### config.mk
export PLATFORM = sky130hd
export DESIGN_NAME = operand_flit_injector
export DESIGN_NICKNAME = d
export VERILOG_FILES = /design/src/rtl/operand_flit_injector.sv
export SDC_FILE = /design/constraint.sdc
export NUM_CORES = 1
export LEC_CHECK = 0
export CAP_MARGIN = 10
export CORE_MARGIN = 2
export CORE_UTILIZATION = 55
export CTS_CLUSTER_SIZE = 24
export DETAILED_ROUTE_END_ITERATION = 8
export PLACE_DENSITY = 0.76
export SLEW_MARGIN = 25
export SYNTH_ARGS = -nofsm -noshare
export SYNTH_HDL_FRONTEND = slang
export SYNTH_SLANG_ARGS = --single-unit
export TNS_END_PERCENT = 100
### constraint.sdc
create_clock -name clk -period 5.86 [get_ports clk]
set_input_delay 0.879 -clock clk [delete_from_list [all_inputs] [get_ports clk]]
set_output_delay 0.879 -clock clk [all_outputs]
set_load 0.01 [all_outputs]
### src/rtl/operand_flit_injector.sv
// Operand flit injector: buffers (A,B) operand pairs and serialises each
// pair into two data flits (A on vc0, B on vc1) for up to four destinations.
// Ports: clk, reset (sync, active-high); op_valid/op_a/op_b/op_ready producer
// side; output_flit1/ready_send/send_accept flit side; busy, pairs_sent status.
module operand_flit_injector #(
  parameter int         DEST_COUNT = 1,
  parameter logic [3:0] DEST0      = 4'b0110,
  parameter logic [3:0] DEST1      = 4'b0110,
  parameter logic [3:0] DEST2      = 4'b0110,
  parameter logic [3:0] DEST3      = 4'b0110,
  parameter int         FIFO_DEPTH = 4
) (
  input  logic        clk,
  input  logic        reset,
  input  logic        op_valid,
  input  logic [63:0] op_a,
  input  logic [63:0] op_b,
  output logic        op_ready,
  output logic [70:0] output_flit1,
  output logic        ready_send,
  input  logic        send_accept,
  output logic        busy,
  output logic [7:0]  pairs_sent
);

  localparam int AW = (FIFO_DEPTH > 1) ? $clog2(FIFO_DEPTH) : 1;
  localparam int CW = AW + 1;

  typedef enum logic [1:0] {
    IDLE,
    SEND_A,
    SEND_B
  } state_t;

  state_t state;

  logic [63:0]   mem_a [FIFO_DEPTH];
  logic [63:0]   mem_b [FIFO_DEPTH];
  logic [AW-1:0] wr_ptr;
  logic [AW-1:0] rd_ptr;
  logic [CW-1:0] count;
  logic [CW-1:0] count_nxt;

  logic [63:0] stage_a;
  logic [63:0] stage_b;
  logic [1:0]  dest_idx;

  logic full;
  logic empty;
  logic push;
  logic pop;
  logic last_dest;
  logic fin_pair;

  function automatic logic [3:0] dest_of(input logic [1:0] idx);
    logic [3:0] d;
    d = DEST0;
    unique case (idx)
      2'd0: d = DEST0;
      2'd1: d = DEST1;
      2'd2: d = DEST2;
      2'd3: d = DEST3;
    endcase
    return d;
  endfunction

  function automatic logic [70:0] mk_flit(
    input logic [3:0]  dest,
    input logic        vc,
    input logic [63:0] data
  );
    return {1'b1, 1'b1, dest, vc, data};
  endfunction

  assign full      = (count == CW'(FIFO_DEPTH));
  assign empty     = (count == '0);
  // Held low during reset so the producer never sees a ready it can't use.
  assign op_ready  = !reset && !full;
  assign push      = op_valid && op_ready;
  assign last_dest = (dest_idx == 2'(DEST_COUNT - 1));
  assign fin_pair  = (state == SEND_B) && send_accept && last_dest;

  // The FSM pops the head whenever it needs a fresh pair.
  assign pop = !reset && !empty &&
               ((state == IDLE) || fin_pair);

  always_comb begin
    count_nxt = count;
    unique case ({push, pop})
      2'b10:   count_nxt = count + CW'(1);
      2'b01:   count_nxt = count - CW'(1);
      default: count_nxt = count;
    endcase
  end

  // Storage needs no reset; only pointers and count define contents.
  always_ff @(posedge clk) begin
    if (push) begin
      mem_a[wr_ptr] <= op_a;
      mem_b[wr_ptr] <= op_b;
    end
  end

  always_ff @(posedge clk) begin
    if (reset) begin
      wr_ptr <= '0;
      rd_ptr <= '0;
      count  <= '0;
    end else begin
      if (push) wr_ptr <= wr_ptr + 1'b1;
      if (pop)  rd_ptr <= rd_ptr + 1'b1;
      count <= count_nxt;
    end
  end

  always_ff @(posedge clk) begin
    if (reset) begin
      state        <= IDLE;
      dest_idx     <= '0;
      stage_a      <= '0;
      stage_b      <= '0;
      ready_send   <= 1'b0;
      output_flit1 <= '0;
      pairs_sent   <= '0;
      busy         <= 1'b0;
    end else begin
      unique case (state)
        IDLE: begin
          if (!empty) begin
            stage_a      <= mem_a[rd_ptr];
            stage_b      <= mem_b[rd_ptr];
            dest_idx     <= '0;
            output_flit1 <= mk_flit(dest_of(2'd0), 1'b0,
                                    mem_a[rd_ptr]);
            ready_send   <= 1'b1;
            state        <= SEND_A;
            busy         <= 1'b1;
          end else begin
            busy <= (count_nxt != '0);
          end
        end
        SEND_A: begin
          busy <= 1'b1;
          if (send_accept) begin
            output_flit1 <= mk_flit(dest_of(dest_idx), 1'b1,
                                    stage_b);
            state        <= SEND_B;
          end
        end
        SEND_B: begin
          busy <= 1'b1;
          if (send_accept) begin
            if (!last_dest) begin
              // Replay the staged pair to the next destination.
              dest_idx     <= dest_idx + 2'd1;
              output_flit1 <= mk_flit(dest_of(dest_idx + 2'd1),
                                      1'b0, stage_a);
              state        <= SEND_A;
            end else begin
              pairs_sent <= pairs_sent + 8'd1;
              if (!empty) begin
                // Back-to-back pairs: no idle bubble between them.
                stage_a      <= mem_a[rd_ptr];
                stage_b      <= mem_b[rd_ptr];
                dest_idx     <= '0;
                output_flit1 <= mk_flit(dest_of(2'd0), 1'b0,
                                        mem_a[rd_ptr]);
                state        <= SEND_A;
              end else begin
                ready_send   <= 1'b0;
                output_flit1 <= '0;
                state        <= IDLE;
                busy         <= (count_nxt != '0);
              end
            end
          end
        end
        default: begin
          state        <= IDLE;
          ready_send   <= 1'b0;
          output_flit1 <= '0;
          busy         <= (count_nxt != '0);
        end
      endcase
    end
  end

endmodule
==> qor.csv, run 1 <==
stage,metric,value,unit
grt,number of global-route vias before repair,16400,
clocking,TritonCTS clock tree,done,
clocking,maximum clock path buffer count,3,
min_path,hold crit path type,register to register,
worst_setup_path,CP Data Arrival Time,2.85,ns
worst_setup_path,Worst R2R Setup Slack,2.27,ns
synth,Cells after Synth,1683,
worst_setup_path,Worst Path Max Fanout,78,
power_and_ir_drop,Pint,10.4,mW
die,number of I/O pins,214,
worst_setup_path,CP max stage delay,0.75,ns
power_and_ir_drop,Leak Pwr,10.6,nW
synth,"EDFF count, synth",512,
synth,post-synthesis sequential area ratio,72.6,%
clocking,clock-pin slew on the worst setup and hold paths,0.06,ns
synth,synth top area cells,"edfxtp_1 (57%), dfxtp_1 (16%), mux4_2 (11%)",
timing,worst slack on hold paths,0.451,ns
clocking,TritonCTS Buffers,72,
timing,final setup fails,0,
drt,drt initial violations,1558,
timing,Max Slew Vio Count,0,
grt,first-pass GRT wire length,95.0,mm
die,Site Rows,81,
die,initial core utilization,55.5,%
timing,fin crit period,3.73,ns
synth,Synth Area per Inst,16.1,µm²
power_and_ir_drop,Seq pwr share,44.9,%
grt,initial antenna violation count,6,
timing,RSZ-0062 raised after global routing,no,
status,status,"finished, final reports clean",
synth,Main synth FF type,edfxtp_1,
worst_setup_path,cells along the critical path,buf_6 -> buf_4 -> a21oi_1 -> clkdlybuf4s50_1,
power_and_ir_drop,total power,15.0,mW
drt,routed metal-1 wirelength,25.0,mm
drt,Met2 Wirelength,30.2,mm
drt,routed wire length,62.8,mm
power_and_ir_drop,Sw Ratio,30.7,%
drt,vias,16000,
synth,async set or reset register ratio after synthesis,0,%
power_and_ir_drop,switching pwr,4.62,mW
power_and_ir_drop,Peak VDD IR,0.365,mV
cells_and_area,"most common cell after layout, fill and taps aside",edfxtp_1,
drt,Met3 Routed Length,5.82,mm
clocking,post-CTS sizing,0,
synth,post-synth top area share,56.7,%
cells_and_area,P&R area growth vs syn,18.4,%
worst_setup_path,startpoint types,primary input,
timing,Worst slew margin,29.1,%
synth,Yosys top cell by area,edfxtp_1,
drt,top sig layer,met5,
place,Detail Placement HPWL,35.7,mm
drt,Post-route DRC,0,
place,placer congestion estimate,0.778,
place,PortBufs,211,
worst_setup_path,CP endpoint kind,output pin,
die,DIE AREA,51100,µm²
worst_setup_path,Worst Setup Path Type,primary input to output pin,
clocking,clock root cell,clkbuf_16,
timing,Slew @ Worst Pin,1.06,ns
grt,final global-route overflow total,0,
die,DIE HEIGHT,226,µm
synth,Synth Warn #,0,
drt,Routed WL per cell,24.2,µm
worst_setup_path,Worst EP required,4.98,ns
drt,ANT nets after route,0,
clocking,Post-CTS Setup Inserts,0,
timing,Tcrit/Tclk final,63.7,%
timing,setup TNS,0,ns
die,Die Wd,226,µm
clocking,clock latency on the worst-skew pair,0.60,ns
power_and_ir_drop,Power Density,469,nW/µm²
die,Placeable Area,48800,µm²
cells_and_area,most frequent cells in the layout,"edfxtp_1 (512), dfxtp_1 (214), clkdlybuf4s50_1 (210), nand2_1 (200), a21oi_1 (140)",
clocking,Hold Buf Count CTS,0,
drt,DR vias/cell,6.18,
grt,largest net degree at the start of global routing,90,
grt,total global-route track usage,24.9,%
timing,Worst Clk Skew,0.0230,ns
clocking,Clock H-tree levels,3,
run,max_cap viols,0,
timing,Highest Clock Rate,268,MHz
worst_setup_path,Worst path slowest cell,buf_4,
cells_and_area,layout cell share with drive strength beyond 1,14.2,%
power_and_ir_drop,share of power burned in combinational logic,25.1,%
synth,Yosys reg bits,728,
timing,Final Hold Fails,0,
synth,Post-Syn Area,27100,µm²
drt,Detailed Routing Iterations Pass 1,5,
power_and_ir_drop,Clk pwr share,30.0,%
clocking,clk sinks,728,
cells_and_area,"Net count, final",2007,
synth,Netlist cell types,44,
## Yosys cell counts, types with 6 or more instances
library cell and number:
edfxtp_1 512, inv_1 9, a21oi_1 140, a21o_1 64
dfxtp_1 216, o22ai_1 65, nand4_1 67, buf_4 18
a22oi_1 65, buf_2 32, clkbuf_1 50, o21ai_0 7
mux4_2 128, buf_1 26, xnor2_1 7, nor2_1 21
buf_6 6, ha_1 8, nand2_1 200
## cell families after synthesis
family	synth area share, %
buffers and inverters	2.51
AOI/OAI and AO/OA	8.04
muxes	10.7
and+or+nand+nor	5.33
DFF	72.6
other	0.0138
adders and majority gates	0.443
xor gates and xnor gates	0.355
## path summary, 6_finish.rpt
check | end | cells after the start | start
worst max-delay path | op_ready | 4 | reset
worst min register to register | output_flit1[15] | 1 | output_flit1[15]
worst max register to register | busy | 9 | count[0]
worst min-delay path | output_flit1[15] | 1 | output_flit1[15]
## metrics by stage
stage               utilization [%]  worst slack [ns]  instance area (µm²)  instances
floorplan                         -             0.769                27100       1684
global placement               60.9              1.87                29800       2456
detailed placement             60.9              1.80                29800       2456
CTS                            65.7              2.18                32100       2589
global route                   65.7              1.97                32100       2594
finish                         65.7              2.13                32100       2594
## metal layers
layer  GRT usage, %  vias up
li1               -     6945
met1           33.7     8120
met2           39.6      820
met3           5.36      135
met4           10.1        2
met5              0        -
## cell type report
type | instances | area [µm²]
antenna | 5 | 12.5
clock buffer | 110 | 2110
clock inverter | 23 | 223
fill | 3328 | 16700
inverter | 9 | 33.8
multi-input combinational | 815 | 6790
sequential | 728 | 19700
tap | 664 | 831
timing repair buffer | 240 | 2410
## registers in the layout, summed over array words and instances (netlist names), 2 cells and up, named ones only
signal / cells
mem_a: 256
stage_a: 64
count: 3
output_flit1: 66
dest_idx: 2
rd_ptr: 2
stage_b: 64
mem_b: 256
wr_ptr: 2
pairs_sent: 8
## critical path, delay by kind of cell
kind	cells	cell delay, ns
AOI/OAI and AO/OA	1	0.18
buffers and inverters	3	1.73
## power groups by stage
stage / clock network, mW / registers (mW) / logic (mW)
floorplan: 0 / 6.74 / 2.42
global placement: 0 / 6.81 / 3.64
finish: 4.52 / 6.76 / 3.77
detailed placement: 0 / 6.84 / 3.73
CTS: 4.57 / 6.75 / 3.76
global route: 4.77 / 6.83 / 4.06
Power figures use the tool's default switching activity.
==> run 2: changes to the inputs <==
clock period = 3.5 ns   (was 5.86 ns; I/O delays follow)
==> qor.csv, run 2 (same netlist as run 1, synthesis figures left out) <==
stage,metric,value,unit,change
grt,"Most Used Layer, Global Route",met2,,
worst_setup_path,Worst path slowest cell,buf_4,,
grt,M2 GR Usage,40.2,%,+0.65 points
timing,worst slack on hold paths,0.316,ns,-0.135 ns
die,DIE HEIGHT,226,µm,unchanged
place,PortBufs,211,,unchanged
timing,Worst Clk Skew,0.0210,ns,-0.00196 ns
cells_and_area,most frequent cells in the layout,"edfxtp_1 (512), dfxtp_1 (214), clkdlybuf4s50_1 (210), nand2_1 (200), a21oi_1 (140)",,
timing,RSZ-0062 raised after global routing,no,,
timing,final setup fails,0,,unchanged
power_and_ir_drop,Pint,17.5,mW,+68%
worst_setup_path,CP Data Arrival Time,3.27,ns,+0.42 ns
place,Inst Count DP,2470,,+0.57%
clocking,post-CTS sizing,0,,unchanged
worst_setup_path,CP max stage delay,0.60,ns,-0.15 ns
clocking,maximum clock path buffer count,3,,unchanged
clocking,Hold Buf Count CTS,0,,unchanged
timing,Worst slew margin,51.0,%,+22 points
place,Detail Placement HPWL,36.0,mm,+0.74%
clocking,clock root cell,clkbuf_16,,
grt,initial antenna violation count,10,,+4
worst_setup_path,startpoint types,register,,
cells_and_area,P&R area growth vs syn,19.4,%,
grt,number of global-route vias before repair,16500,,+0.56%
drt,drt initial violations,1584,,+1.7%
power_and_ir_drop,switching pwr,7.79,mW,+69%
grt,first-pass GRT wire length,94.9,mm,about the same
place,placer congestion estimate,0.778,,unchanged
die,Placeable Area,48800,µm²,unchanged
worst_setup_path,Worst EP required,4.03,ns,-0.95 ns
cells_and_area,"most common cell after layout, fill and taps aside",edfxtp_1,,
cells_and_area,sequential cell area,19700,µm²,unchanged
status,status,"finished, final reports clean",,
die,DIE AREA,51100,µm²,unchanged
timing,Highest Clock Rate,366,MHz,
run,max_cap viols,0,,unchanged
clocking,clock latency on the worst-skew pair,0.61,ns,about the same
clocking,clk sinks,728,,unchanged
clocking,Clock H-tree levels,3,,unchanged
power_and_ir_drop,Power Density,781,nW/µm²,+67%
power_and_ir_drop,Clk pwr share,29.5,%,-0.5 points
timing,Final Hold Fails,0,,unchanged
grt,final global-route overflow total,0,,unchanged
grt,M1 GR Usage,32.9,%,-0.86 points
power_and_ir_drop,total power,25.3,mW,+68%
grt,largest net degree at the start of global routing,131,,+46%
die,number of I/O pins,214,,unchanged
worst_setup_path,CP endpoint kind,register,,
power_and_ir_drop,Leak Pwr,10.7,nW,+1.2%
drt,Post-route DRC,0,,unchanged
cells_and_area,"Net count, final",2021,,+0.70%
clocking,clock-pin slew on the worst setup and hold paths,0.06,ns,about the same
timing,setup TNS,0,ns,unchanged
timing,Tcrit/Tclk final,78.1,%,
timing,Slew @ Worst Pin,0.732,ns,-0.331 ns
grt,met3 Resource Use GR,4.54,%,-0.82 points
cells_and_area,Finished Cell Area,32400,µm²,+0.81%
worst_setup_path,Worst Path Max Fanout,41,,-47%
power_and_ir_drop,Seq pwr share,44.6,%,-0.3 points
die,Site Rows,81,,unchanged
timing,fin crit period,2.73,ns,
power_and_ir_drop,Peak VDD IR,0.964,mV,+160%
drt,vias,16000,,-0.36%
worst_setup_path,Worst R2R Setup Slack,0.77,ns,-1.50 ns
timing,Max Slew Vio Count,0,,unchanged
die,initial core utilization,55.5,%,unchanged
grt,total global-route track usage,24.8,%,-0.078 points
place,Placed Area,30100,µm²,+0.95%
cells_and_area,fillers,3283,,-1.4%
cells_and_area,layout cell share with drive strength beyond 1,15.2,%,+0.97 points
power_and_ir_drop,Sw Ratio,30.8,%,+0.14 points
min_path,hold crit path type,primary input to register,,
clocking,Post-CTS Setup Inserts,0,,unchanged
power_and_ir_drop,share of power burned in combinational logic,25.8,%,+0.7 points
drt,ANT nets after route,0,,unchanged
drt,DR vias/cell,6.11,,-1.0%
cells_and_area,area of the multi-input gates,6800,µm²,about the same
cells_and_area,Non-Filler Instances,2611,,+0.66%
drt,Routed WL per cell,23.9,µm,-1.2%
timing,final worst slack,0.768,ns,-1.36 ns
place,Post-Place Setup Slack,0.667,ns,-1.14 ns
clocking,TritonCTS clock tree,done,,
clocking,TritonCTS Buffers,72,,unchanged
drt,Detailed Routing Iterations Pass 1,5,,unchanged
die,Die Wd,226,µm,unchanged
worst_setup_path,Worst Setup Path Type,register to register,,
cells_and_area,final core utilization,66.3,%,+0.53 points
worst_setup_path,cells along the critical path,or3_4 -> buf_4 -> and3_4 -> buf_12 -> nand2_1 -> a21oi_1,,
drt,routed wire length,62.4,mm,-0.53%
cells_and_area,largest registers,"mem_a (256), mem_b (256), output_flit1 (66)",,
-- run 2: cell types whose count changed in the layout (fill, tap and decap cells not counted), sizes merged --
cell    change
clkbuf      -4
bufinv      -2
diode       +2
buf        +14
inv         +1
clkinv      +6
-- run 2: final timing paths --
kind / from / to / cells past startpoint
max: count[0] / stage_b[55] / 6
max reg2reg: count[0] / stage_b[55] / 6
min: reset / pairs_sent[6] / 2
min reg2reg: output_flit1[62] / output_flit1[62] / 1
-- run 2: final cells by class --
cell class / count / share of cell area [%]
inverter: 9 / 0.104
tap: 664 / 2.57
clock buffer: 106 / 6.54
antenna: 7 / 0.0541
sequential: 728 / 60.9
timing repair buffer: 254 / 8.30
multi-input combinational: 815 / 21.0
clock inverter: 28 / 0.580
-- run 2: routing by layer --
layer,vias to the layer above,part of all wire [%]
met4,6,3.4
met5,-,0.067
li1,6999,-
met1,8087,40
met2,739,49
met3,134,7.5
-- run 2: power groups by stage --
stage | clock network, mW | logic [mW] | registers (mW)
6_report | 7.47 | 6.52 | 11.3
3_3_place_gp | 0 | 6.33 | 11.4
3_5_place_dp | 0 | 6.47 | 11.4
4_1_cts | 7.58 | 6.53 | 11.3
2_1_floorplan | 0 | 4.05 | 11.3
5_1_grt | 7.90 | 7.01 | 11.4
-- run 2: critical path, delay by kind of cell, from the launching register on --
family                 cells  cell delay (ns)
buffers and inverters      2             0.86
AO/OA/AOI/OAI              1             0.15
flip-flops                 1             0.51
AND/OR/NAND/NOR            3             1.08
==> run 3: changes to the inputs <==
clock period = 2.6 ns   (was 3.5 ns; I/O delays follow)
==> qor.csv, run 3 (same netlist as run 1, synthesis figures left out) <==
stage,metric,value,unit,change
status,status,"finished, final reports clean",,
clocking,Post-CTS Setup Inserts,0,,unchanged
timing,worst slack on hold paths,0.0853,ns,-0.230 ns
timing,Worst Clk Skew,0.0163,ns,-0.00469 ns
min_path,Hold Path Stages,2,,unchanged
power_and_ir_drop,total power,34.5,mW,+37%
cells_and_area,layout cell share with drive strength beyond 1,15.9,%,+0.71 points
cells_and_area,most frequent cells in the layout,"edfxtp_1 (512), dfxtp_1 (214), clkdlybuf4s50_1 (210), nand2_1 (200), a21oi_1 (140)",,
drt,Met3 Routed Length,4.49,mm,-4.0%
timing,Highest Clock Rate,425,MHz,+16%
timing,final worst slack,0.246,ns,-0.522 ns
timing,Worst slew margin,34.9,%,-16 points
timing,Max Slew Vio Count,0,,unchanged
timing,setup TNS,0,ns,unchanged
power_and_ir_drop,Leak Pwr,10.9,nW,+1.2%
clocking,TritonCTS Buffers,72,,unchanged
worst_setup_path,reg2reg end,busy,,
die,Placeable Area,48800,µm²,unchanged
cells_and_area,Non-Filler Instances,2632,,+0.80%
worst_setup_path,CP Data Arrival Time,2.81,ns,-0.46 ns
die,Site Rows,81,,unchanged
cells_and_area,final core utilization,66.8,%,+0.57 points
cells_and_area,"Net count, final",2048,,+1.3%
min_path,hold path start,reset,,
clocking,clk sinks,728,,unchanged
clocking,maximum clock path buffer count,3,,unchanged
run,max_cap viols,0,,unchanged
drt,drt initial violations,1276,,-19%
drt,routed wire length,61.6,mm,-1.4%
drt,routed metal-1 wirelength,25.2,mm,+1.6%
worst_setup_path,CP endpoint kind,register,,
min_path,hold crit path type,primary input to register,,
worst_setup_path,Worst Setup Path Type,register to register,,
timing,RSZ-0062 raised after global routing,no,,
grt,initial antenna violation count,8,,-2
die,DIE HEIGHT,226,µm,unchanged
worst_setup_path,R2R Path Start,count[2],,
drt,Post-route DRC,0,,unchanged
clocking,Clock H-tree levels,3,,unchanged
drt,DR vias/cell,6.08,,-0.54%
die,Die Wd,226,µm,unchanged
worst_setup_path,Worst EP required,3.06,ns,-0.97 ns
cells_and_area,largest registers,"mem_a (256), mem_b (256), output_flit1 (66)",,
worst_setup_path,Worst Path Max Fanout,14,,-66%
drt,ANT nets after route,0,,unchanged
drt,Met2 Wirelength,30.2,mm,-1.8%
cells_and_area,sequential cell area,19700,µm²,unchanged
timing,Tcrit/Tclk final,90.5,%,+12 points
clocking,post-CTS sizing,0,,unchanged
power_and_ir_drop,Power Density,1060,nW/µm²,+35%
clocking,clock root cell,clkbuf_16,,
worst_setup_path,Worst R2R Setup Slack,0.25,ns,-0.52 ns
die,DIE AREA,51100,µm²,unchanged
cells_and_area,P&R area growth vs syn,20.4,%,
timing,Slew @ Worst Pin,0.977,ns,+0.245 ns
clocking,TritonCTS clock tree,done,,
grt,first-pass GRT wire length,93.3,mm,-1.8%
cells_and_area,"most common cell after layout, fill and taps aside",edfxtp_1,,
clocking,Hold Buf Count CTS,0,,unchanged
die,initial core utilization,55.5,%,unchanged
grt,number of global-route vias before repair,16200,,-1.5%
min_path,Min-Delay Endpoint,stage_a[56],,
grt,largest net degree at the start of global routing,199,,+52%
drt,vias,16000,,+0.26%
place,placer congestion estimate,0.826,,+6.2%
worst_setup_path,startpoint types,register,,
place,Inst Count DP,2497,,+1.1%
drt,Routed WL per cell,23.4,µm,-2.2%
drt,Detailed Routing Iterations Pass 1,5,,unchanged
place,Detail Placement HPWL,35.0,mm,-2.6%
die,number of I/O pins,214,,unchanged
power_and_ir_drop,Peak VDD IR,1.06,mV,+9.5%
place,PortBufs,211,,unchanged
timing,fin crit period,2.35,ns,-0.378 ns
grt,total global-route track usage,24.2,%,-0.57 points
clocking,clock latency on the worst-skew pair,0.59,ns,-0.02 ns
timing,final setup fails,0,,unchanged
worst_setup_path,cell depth of the worst flop-to-flop path,9,,+3
cells_and_area,Finished Cell Area,32700,µm²,+0.86%
drt,top sig layer,met5,,
cells_and_area,area of the multi-input gates,6800,µm²,about the same
place,Post-Place Setup Slack,0.104,ns,-0.563 ns
timing,Final Hold Fails,0,,unchanged
cells_and_area,fillers,3258,,-0.76%
place,Placed Area,30400,µm²,+1.0%
grt,final global-route overflow total,0,,unchanged
clocking,clock-pin slew on the worst setup and hold paths,0.06,ns,about the same
## run 3: worst max-delay path, cell delays in order (launching register included)
cell and delay, ns:
dfxtp_1 0.40, or3_4 0.49, nand3_4 0.13, nor2_1 0.05, ha_1 0.21, fa_1 0.39
xnor2_1 0.17, nor2_1 0.07, xnor2_1 0.22, a21oi_1 0.10
## run 3: where the power goes
group | switching (mW) | internal (mW)
registers | 1.00 | 14.1
clock network | 4.09 | 5.95
logic | 5.36 | 3.99
total | 10.5 | 24.1
## run 3: cell type report
cell class                      count  share of cell area [%]
Antenna cell                        8                  0.0613
Clock buffer                      102                    6.15
Clock inverter                     25                   0.805
Inverter                            9                   0.107
Multi-Input combinational cell    815                    20.8
Sequential cell                   728                    60.4
Tap cell                          664                    2.54
Timing Repair Buffer              281                    9.15
## run 3: worst max-delay path by stage
stage                    end  cells past startpoint  slack, ns        start
floorplan               busy                     11       0.05        reset
global placement        busy                     10        0.1  send_accept
detailed placement      busy                     10       0.10  send_accept
CTS                 op_ready                      4       0.27     count[1]
global route            busy                      9       0.17     count[2]
finish                  busy                      9       0.25     count[2]
## run 3: routing by layer
layer,up-vias,track usage (%)
met1,8185,32.5
met4,2,9.61
met3,104,4.32
li1,7032,-
met2,684,39.7
met5,-,0
==> edit 1 (flow settings as in run 2) <==
Change the parameter `FIFO_DEPTH` from 4 to 8.
--- a/src/rtl/operand_flit_injector.sv
+++ b/src/rtl/operand_flit_injector.sv
@@ -10,3 +10,3 @@
   parameter logic [3:0] DEST3      = 4'b0110,
-  parameter int         FIFO_DEPTH = 4
+  parameter int         FIFO_DEPTH = 8
 ) (
Function: not settled (the Yosys comparison gave no result); the edit may change what the design does.
==> edit 1 against run 2 <==
Setup slack got worse by 280 ps; cell count increased by 59%; largest power group unchanged; core utilization decreased by 1.9 points; critical path depth increased by 4; non-clock buffer count increased by 24; sequential power increased by 58%; sequential share of layout area increased by 1.9 points; wire length increased by 78%; final area increased by 73%; hold slack got worse by 160 ps; largest cell class unchanged; total power increased by 62%; sequential cell count increased by 516; global-route usage about the same; area after synthesis increased by 78%.
==> edit 1: results (changes against run 2) <==
Status
  • Status: finished, final reports clean

Pwr
  • Sequential power share: 0.437 (-0.009)
  • Comb power: 10.6 mW (+63%)
  • Static leakage: 17.89 nW (+66%)
  • Internal Power: 28.77 mW (+65%)
  • Overall power: 41.03 mW (+62%)
  • Worst vdd ir: 754.8 uV (-22%)

Detailed routing
  • Detailed Routing Iterations Pass 1: 7 (+2)
  • Drt initial violations: 2,691 (+70%)
  • Met2 WL: 54,570 microns (+77%)
  • Vias/cell: 6.278 (+2.7%)
  • Met3 routed WL: 10,080 microns (+120%)
  • Wl on met1: 43,100 microns (+74%)

Synthesis
  • Syn Inst Count: 2,666 (+58%)
  • Netlist cell types: 54 (+23%)
  • Post-synth EDFFs: 1,024 (+100%)
  • Largest cells by area after synthesis: edfxtp_1 (64%), mux4_2 (12%), dfxtp_1 (9.1%)

STA
  • Final Critical Period: 3016 ps (+283.7 ps)
  • WHS: 154.1 ps (-161.6 ps)
  • Max_slew headroom: 0.2978 (-0.2120)
  • Final Skew: 29.66 ps (+8.672 ps)

Clock network
  • Num CTS Buffers: 116 (+61%)
  • Worst skew pair latency: 700 ps (+90 ps)

Setup path
  • Worst endpoint data arrival time: 3570 ps (+300 ps)
  • CP peak stage delay: 540 ps (-60 ps)
  • Worst Setup EP: busy
  • Worst reg2reg path depth: 10 (+4)
  • R2R setup slack: 480 ps (-280 ps)
  • CP max stage cell: dfxtp_1

Placed design
  • DP Area: 52,140 sq um (+73%)
  • Dpl cells: 3,908 (+58%)
  • Routability-driven placement congestion ratio: 0.7974 (+2.5%)

Worst hold path
  • Worst hold path endpoint: count[0]

Global route
  • Met1 GRT Util: 0.3317 (+0.003065)
  • Largest net degree at the start of global routing: 96 (-27%)
  • GRT met3 Usage: 0.05159 (+0.006180)
  • Vias in the first global route: 27.33k (+66%)
  • Antenna violations before repair: 20 (+10)
  • Met2 Use GR: 0.4071 (+0.004640)

Cells and area
  • Layout cells sized above 1: 0.2192 (+0.06769)
  • Largest registers: mem_a (512), mem_b (512), output_flit1 (66)
  • Final Non-Filler Cells: 4,143 (+59%)
  • Final nets: 3,011 (+49%)
-- edit 1: changes by cell type after synthesis, moves of 64 or more --
cell      before   now
mux2i_1        1    66
mux4_2       128   256
a21o_1        64     0
nor2_1        21   282
nand2_1      200    77
edfxtp_1     512  1024
a21oi_1      140    75
o22ai_1       65     1
o21a_1         0    65
o21ai_0        7   135
mux2_2         0    65
-- edit 1: final cells by class --
type                       instances  area share
sequential                      1244      0.6278
multi-input combinational       1226      0.2214
clock buffer                     166     0.05896
timing repair buffer             278     0.05530
tap                             1155     0.02580
clock inverter                    55    0.009760
antenna                           14   0.0006254
inverter                           5   0.0003574
-- edit 1: kinds of logic after synthesis --
logic type	count (synthesis)	synth area share
buffers and inverters	197	0.01994
xor gates and xnor gates	10	0.001811
AOI/OAI and AO/OA	420	0.06772
other	1	0.00007752
muxes	388	0.1484
DFF	1244	0.7267
adders and majority gates	8	0.002069
and+or+nand+nor	398	0.03321
==> edit 2 (config.mk and constraints of run 2) <==
Made on the original files. Reset style: asynchronous (`reset`), changed in 2 clocked blocks.
--- a/src/rtl/operand_flit_injector.sv
+++ b/src/rtl/operand_flit_injector.sv
@@ -103,3 +103,3 @@
 
-  always_ff @(posedge clk) begin
+  always_ff @(posedge clk or posedge reset) begin
     if (reset) begin
@@ -115,3 +115,3 @@
 
-  always_ff @(posedge clk) begin
+  always_ff @(posedge clk or posedge reset) begin
     if (reset) begin
Formal check against the unedited RTL: differs if reset is asserted again (counterexample within 4 cycles, from zero or initial values and one cycle with reset high); with reset held inactive, the same outputs for 4 cycles.
==> edit 2 against run 2 <==
Count of clock-buffer cells in the layout increased by 6; total power grew 14%; sequential share of layout area up 1.7 points; wire length decreased by 1.5%; hold slack lost 14 ps; clock power is 4.8% higher; sequential cell count shrank 2; area after synthesis rose by 1.6%; final area increased by 2.4%; setup slack worse by 170 ps; via count is 4.0% lower; largest cell class unchanged; highest routed layer unchanged.
==> edit 2: results (changes against run 2) <==
STA
  • Final Skew: 21.77 ps (+0.7844 ps)
  • Max_slew headroom: 0.3082 (-0.2016)
  • WHS: 301.6 ps (-14.09 ps)

Detailed routing
  • Drt initial violations: 1,305 (-18%)
  • Vias/cell: 5.901 (-3.5%)
  • Drt total wl: 61,500 microns (-1.5%)

Setup path
  • R2r startpoint: count[0]
  • Worst endpoint data arrival time: 3440 ps (+170 ps)
  • FF-to-FF End: stage_b[9]
  • CP max FO: 73 (+78%)

Pwr
  • Static leakage: 12.05 nW (+12%)
  • Sequential power share: 0.427 (-0.019)
  • Net Sw Frac: 0.3212 (+0.01284)

Synthesis
  • Commonest cells in the synthesized netlist: edfxtp_1 (512), nand2_1 (416), dfrtp_1 (214), mux4_2 (128)
  • Syn Inst Count: 1,634 (-2.9%)
  • Post-synth ARST share: 0.2948 (+0.2948)

Global route
  • Total Routing Usage GR: 0.2428 (-0.005192)
  • Global-route wire length before repair: 96,300 microns (+1.5%)

Status
  • Status: finished, final reports clean

Cells and area
  • Final Cell Area: 33,140 sq um (+2.4%)
  • Final Non-Filler Cells: 2,598 (-0.50%)
  • FILL cells: 3,271 (-0.37%)
  • Layout cells sized above 1: 0.1569 (+0.005306)
  • Final nets: 2,001 (-0.99%)

Worst hold path
  • Worst min path class: input port to asynchronous set/reset pin

Placed design
  • Routability-driven placement congestion ratio: 0.7947 (+2.2%)

Clock network
  • Num CTS Buffers: 73 (+1.4%)
edit 2: cell count changes after synthesis, sizes merged, moves of 65 or more:
cell	run 2	this run
dfxtp	216	0
a21oi	140	5
nand2	200	416
o22ai	65	0
dfrtp	0	214
edit 2: kinds of logic (layout without fill, tap and decap cells):
group / count (synthesis) / after routing / synth area share
AOI/OAI and AO/OA: 147 / 147 / 0.04345
buffers and inverters: 116 / 400 / 0.01875
adders and majority gates: 9 / 9 / 0.004358
xor gates and xnor gates: 13 / 13 / 0.004131
muxes: 131 / 131 / 0.1058
and+or+nand+nor: 491 / 491 / 0.07119
other: 1 / 9 / 0.0001361
DFF: 726 / 726 / 0.7522
edit 2: worst max-delay path, stage by stage, from the launching register on:
cell     delay (ps)
dfrtp_1         450
or3_1           570
nand3_4         140
buf_4           640
buf_4           650
nand2_1         150
nand2_1         110
edit 2: per-layer routing:
layer | vias to the layer above | global-route usage | share of wire
met4 | 6 | 0.09579 | 0.027
met3 | 114 | 0.04925 | 0.064
li1 | 6686 | - | -
met1 | 7947 | 0.3178 | 0.40
met2 | 579 | 0.4050 | 0.51
met5 | - | 0 | 0.00063
edit 2: worst max path at each step:
stage / slack (ps) / end / start
detailed placement: 490 / stage_a[15] / send_accept
global route: 430 / stage_b[9] / count[0]
CTS: 640 / stage_b[9] / count[0]
finish: 600 / stage_b[9] / count[0]
floorplan: -740 / rd_ptr[1] / reset
global placement: 520 / busy / reset
edit 2: cell type report:
cell class,count,share of cell area
multi-input combinational,793,0.1923
clock inverter,22,0.007363
antenna,7,0.0005286
sequential,726,0.6259
inverter,10,0.001246
timing repair buffer,256,0.08148
clock buffer,112,0.06578
tap,672,0.02537
